--- src/rtl/registers.sv ---
// ---------------------------------------------------------------------------
// registers -- 2-write / 2-read register file, 2**ADDR_WIDTH x DATA_WIDTH.
//
// Ports:
//   clk          rising-edge clock for all state
//   rst          synchronous active-high reset, clears every register
//   WriteEnable  global write enable shared by both write ports
//   WriteReg1/2  write port addresses
//   WriteData1/2 write port data (port 2 wins on equal addresses)
//   ReadReg1/2   read port addresses
//   RegOut1/2    combinational read data
//
// Build option:
//   REGFILE_BYPASS_EN  when defined, a read that matches a pending write
//                      address returns the write data in the same cycle
//                      (port 2 data on a double match). Default: stored
//                      contents only.
// ---------------------------------------------------------------------------

// One storage word. Reset dominates both write strobes; port 2 dominates
// port 1 so a same-address double write keeps WriteData2.
module registers_cell #(
  parameter int DATA_WIDTH = 16
) (
  input  logic                  clk,
  input  logic                  rst,
  input  logic                  wr1_i,
  input  logic                  wr2_i,
  input  logic [DATA_WIDTH-1:0] wdata1_i,
  input  logic [DATA_WIDTH-1:0] wdata2_i,
  output logic [DATA_WIDTH-1:0] q_o
);
  logic [DATA_WIDTH-1:0] word_q, word_d;

  always_comb begin
    word_d = word_q;
    if (wr2_i)      word_d = wdata2_i;
    else if (wr1_i) word_d = wdata1_i;
  end

  always_ff @(posedge clk) begin
    if (rst) word_q <= '0;
    else     word_q <= word_d;
  end

  assign q_o = word_q;
endmodule

module registers #(
  parameter int DATA_WIDTH = 16,
  parameter int ADDR_WIDTH = 4
) (
  input  logic                  clk,
  input  logic                  rst,
  input  logic                  WriteEnable,
  input  logic [ADDR_WIDTH-1:0] WriteReg1,
  input  logic [DATA_WIDTH-1:0] WriteData1,
  input  logic [ADDR_WIDTH-1:0] WriteReg2,
  input  logic [DATA_WIDTH-1:0] WriteData2,
  input  logic [ADDR_WIDTH-1:0] ReadReg1,
  input  logic [ADDR_WIDTH-1:0] ReadReg2,
  output logic [DATA_WIDTH-1:0] RegOut1,
  output logic [DATA_WIDTH-1:0] RegOut2
);
  localparam int NUM_REGS = 2 ** ADDR_WIDTH;

  typedef struct packed {
    logic [ADDR_WIDTH-1:0] addr;
    logic [DATA_WIDTH-1:0] data;
  } wreq_t;

  wreq_t wreq1, wreq2;
  assign wreq1 = '{addr: WriteReg1, data: WriteData1};
  assign wreq2 = '{addr: WriteReg2, data: WriteData2};

  logic [NUM_REGS-1:0]                 wr1, wr2;
  logic [NUM_REGS-1:0][DATA_WIDTH-1:0] regs;

  // Bitwise AND with WriteEnable: when it is 0 the strobes are 0 even if
  // the address compares are unknown, so X addresses cannot disturb state.
  genvar g;
  generate
    for (g = 0; g < NUM_REGS; g++) begin : g_reg
      assign wr1[g] = WriteEnable & (wreq1.addr == ADDR_WIDTH'(g));
      assign wr2[g] = WriteEnable & (wreq2.addr == ADDR_WIDTH'(g));

      registers_cell #(.DATA_WIDTH(DATA_WIDTH)) u_cell (
        .clk      (clk),
        .rst      (rst),
        .wr1_i    (wr1[g]),
        .wr2_i    (wr2[g]),
        .wdata1_i (wreq1.data),
        .wdata2_i (wreq2.data),
        .q_o      (regs[g])
      );
    end
  endgenerate

  logic [DATA_WIDTH-1:0] rd1, rd2;
  assign rd1 = regs[ReadReg1];
  assign rd2 = regs[ReadReg2];

`ifdef REGFILE_BYPASS_EN
  // Forward pending write data; check port 2 first so it wins a double match.
  logic byp_en;
  assign byp_en = WriteEnable & ~rst;

  always_comb begin
    RegOut1 = rd1;
    if (byp_en && ReadReg1 == wreq2.addr)      RegOut1 = wreq2.data;
    else if (byp_en && ReadReg1 == wreq1.addr) RegOut1 = wreq1.data;
  end

  always_comb begin
    RegOut2 = rd2;
    if (byp_en && ReadReg2 == wreq2.addr)      RegOut2 = wreq2.data;
    else if (byp_en && ReadReg2 == wreq1.addr) RegOut2 = wreq1.data;
  end
`else
  assign RegOut1 = rd1;
  assign RegOut2 = rd2;
`endif

endmodule

--- config.mk ---
export PLATFORM = sky130hd
export DESIGN_NAME = registers
export DESIGN_NICKNAME = d
export VERILOG_FILES = /design/src/rtl/registers.sv
export SDC_FILE = /design/constraint.sdc
export NUM_CORES = 1
export LEC_CHECK = 0
export ABC_CLOCK_PERIOD_IN_PS = 2100
export BUFFER_PORTS_ARGS = -buffer_cell sky130_fd_sc_hd__clkbuf_2
export CAP_MARGIN = 20
export CELL_PAD_IN_SITES_DETAIL_PLACEMENT = 1
export CELL_PAD_IN_SITES_GLOBAL_PLACEMENT = 1
export CORE_ASPECT_RATIO = 0.9
export CORE_MARGIN = 3
export CORE_UTILIZATION = 44
export CTS_CLUSTER_SIZE = 40
export DETAILED_ROUTE_END_ITERATION = 10
export GPL_ROUTABILITY_DRIVEN = 1
export PLACE_DENSITY_LB_ADDON = 0.1
export SYNTH_ARGS = -nofsm -noshare
export SYNTH_HDL_FRONTEND = slang
export SYNTH_SLANG_ARGS = --single-unit
export TNS_END_PERCENT = 30
--- constraint.sdc ---
create_clock -name clk -period 2.1 [get_ports clk]
set_input_delay 0.42 -clock clk [delete_from_list [all_inputs] [get_ports clk]]
set_output_delay 0.42 -clock clk [all_outputs]
set_load 0.1 [all_outputs]
==> impl_metrics.csv <==
group,metric,value,unit
placed_design,place_hpwl,49.99,mm
worst_setup_path,worstPathCellList,"mux4_2 -> a22oi_2 -> nand2_4 -> buf_12",
worst_setup_path,required,1.68,ns
clocking,root_buffer,"clkbuf_16",
pwr,clkPwrFrac,40.2,%
drt,vias_per_cell,7.850,
sta,setup_viol,32,
yosys,seq_area_frac_synth,30.68,%
floorplanning,coreArea,0.03739,sq mm
outcome,outcome,"complete, but fails checks",
yosys,synth_compound_area_share,24.34,%
pwr,p_int,8.766,mW
drt,ant_nets,0,
pwr,p_comb_share,19.9,%
global_route,grt_util_all_layers,39.18,%
floorplanning,die_x,211.4,um
finish,layout.nets,1868,
sta,rsz0062_at_grt,"true",
worst_setup_path,worstSetupEndpointType,"output port",
global_route,grt_pass1_vias,18330,
yosys,synth_top_family_by_area,"compound AO/OA/AOI/OAI gates",
pwr,switchingPower,4.142,mW
pwr,p_seq_share,39.9,%
sta,max_freq,0.3966,GHz
global_route,grt_pass1_wl,121.2,mm
worst_setup_path,worst_setup_path_start_kind,"flop",
global_route,grt_overflow,0,
finish,drive_above_1_share,30.19,%
clocking,insertion_delay,0.58,ns
clocking,clk_path_buf_depth,3,
sta,tightestPinTransition,0.8528,ns
sta,skew,0,ns
global_route,grt_start_max_net_pins,65,
floorplanning,die_h,190.9,um
yosys,synth_cell_type_count,35,
sta,hold_violations,0,
global_route,antenna_found_initial,14,
yosys,yosysWarnings,0,
yosys,avgSynthCellArea,8.788,sq um
worst_setup_path,slowest_delay,0.49,ns
clocking,cts_tree,"built",
floorplanning,pin_count,83,
yosys,synth.mux.area_fraction,17.26,%
finish,fin_cells,2333,
drt,drc,0,
finish,area_growth,20.24,%
drt,routedWlPerCell,34.47,um
drt,drt_pass1_iterations,5,
worst_setup_path,worst-setup-path-type,"flop to output port",
sta,final_max_slew_viol_count,0,
yosys,synth_fp_nets,1952,
sta,fin_crit,2.521,ns
worst_setup_path,cp.arrival,2.10,ns
drt,vias,18310,
yosys,synth_fa_ha_area_share,0,%
sta,maxSlewHeadroom,43.15,%
clocking,cts.sinks,256,
floorplanning,start_util,44.68,%
placed_design,gp_congestion,0.8895,
finish,largest_reg_flops,256,
worst_setup_path,cp_slowest_cell,"mux4_2",
placed_design,place_inst,2265,
sta,period_share,120.1,%
pwr,power.leakage,5.864,nW
yosys,synthesis.area,0.01671,sq mm
floorplanning,num_rows,67,
pwr,switching_share,32.09,%
drt,drtIter0Drc,2201,
pwr,p_per_area,642.6,mW/mm^2
worst_setup_path,cp_max_fo,2,
placed_design,portBuffers,82,
clocking,cts_buffers,31,
pwr,peakVddDrop,522.3,uV
clocking,clk_pin_slew,0.06,ns
yosys,synth_xor_area_share,0,%
finish,fill_cells,4097,
outcome,failed_checks,"negative setup slack",
run,max_cap_viol_count,0,
drt,wl,80.41,mm
hold_path,hp-class,"primary input to flop",
sta,postLayoutSetupSlackWorst,-0.4213,ns
yosys,yosys.area_share.simple,18.63,%
floorplanning,dieArea,0.04035,sq mm
clocking,htree_levels,1,
finish,fin_util,53.72,%
yosys,ys_ff_latch,256,
yosys,synthCells,1901,
## power groups by stage
stage,Combinational [mW],Sequential [mW],Clock (mW)
finish,2.57,5.15,5.19
detailed placement,2.48,5.24,0
global placement,2.44,5.23,0
global route,2.65,5.16,5.41
CTS,2.50,5.14,5.18
floorplan,1.54,5.19,0
## per-layer routing
| layer | GRT usage (%) | up-vias | routed length (um) |
|---|---|---|---|
| met1 | 53.96 | 9350 | 32160 |
| met5 | 0 | - | 0 |
| met4 | 18.52 | 0 | 4029 |
| met3 | 8.751 | 247 | 8947 |
| met2 | 58.57 | 1344 | 35280 |
| li1 | - | 7373 | - |
## repair_timing
item,4_1_cts,5_1_grt
setup buffers,2,0
gates resized for setup,40,13
pin swaps,32,3
endpoints found under the setup margin,32,32
endpoints found under the hold margin,0,0
hold buffers,0,0
## cells by family (layout without fill, tap and decap cells)
logic type,count (synthesis),in the layout
buf+inv,337,271
flops,256,256
other cells,0,15
simple gates,604,604
compound gates,576,576
mux,128,128
## path summary, 6_finish.rpt
path                      startpoint                  endpoint  slack (ns)  depth (start not counted)
min                     WriteReg1[1]  g_reg[11].u_cell.q_o[15]        0.39                          4
max reg2reg   g_reg[4].u_cell.q_o[9]    g_reg[4].u_cell.q_o[9]        1.15                          2
max          g_reg[3].u_cell.q_o[12]               RegOut2[12]       -0.42                          4
min reg2reg  g_reg[0].u_cell.q_o[12]   g_reg[0].u_cell.q_o[12]        0.52                          2
## cell usage after synthesis, drive strengths merged
cell | n | area, sq um
nand2 | 35 | 131.4
or2 | 18 | 112.6
clkinv | 1 | 3.750
and4b | 1 | 10.01
buf | 138 | 769.5
nand3 | 258 | 1291
nor2 | 3 | 13.77
nor3b | 2 | 37.54
mux4 | 128 | 2883
and4bb | 1 | 12.51
clkbuf | 198 | 745.7
and3 | 1 | 6.260
a311oi | 256 | 2305
nor3 | 256 | 1281
o21ai | 256 | 1281
nor2b | 7 | 43.79
nand3b | 5 | 41.29
nand4b | 1 | 8.760
and3b | 3 | 26.28
and2 | 4 | 25.02
a22oi | 64 | 480.5
dfxtp | 256 | 5125
nand2b | 5 | 31.28
or3b | 3 | 28.78
nand4bb | 1 | 11.26
## layout by cell type, fill, tap and decap left out, drive strengths merged
master / instances
nand3b: 5
nor2: 3
nand2: 35
and3b: 3
clkbuf: 91
o21ai: 256
clkinv: 7
nand4b: 1
nand3: 258
nor2b: 7
a311oi: 256
and2: 4
dfxtp: 256
and4bb: 1
mux4: 128
nand2b: 5
diode: 15
nor3b: 2
and3: 1
nor3: 256
and4b: 1
or3b: 3
nand4bb: 1
a22oi: 64
or2: 18
buf: 173
## final cells by class
class	instances	area (sq um)	area share (%)
multi-input cells	1308	10670	53.12
flip-flops and latches	256	5169	25.73
repair buffers	219	2684	13.36
clock buffers	45	888.4	4.423
well taps	483	604.3	3.009
diodes	15	37.54	0.1869
clock inverters	6	30.03	0.1495
inverters	1	3.754	0.01869
## stage by stage
| stage | hold WS (ns) | setup TNS, ns | cell area [sq um] | total power, mW | worst slack (ns) |
|---|---|---|---|---|---|
| 5_1_grt | 0.4063 | -11.09 | 20090 | 13.22 | -0.4406 |
| 4_1_cts | 0.3825 | -9.568 | 20030 | 12.81 | -0.3869 |
| 6_report | 0.3905 | -9.963 | 20090 | 12.91 | -0.4213 |
| 3_3_place_gp | 0.4981 | -9.178 | 19000 | 7.672 | -0.3585 |
| 2_1_floorplan | 0.4844 | -0.3372 | 17360 | 6.723 | -0.01197 |
| 3_5_place_dp | 0.5119 | -9.956 | 19000 | 7.721 | -0.4029 |
## worst max-delay path: cells and delay by family, from the launching register on
| kind | cells | cell delay [ns] |
|---|---|---|
| buffers and inverters | 1 | 0.20 |
| flip-flops | 1 | 0.32 |
| multiplexers | 1 | 0.49 |
| AO/OA/AOI/OAI | 1 | 0.36 |
| AND/OR/NAND/NOR | 1 | 0.14 |
(Power assumes the default switching activity.)
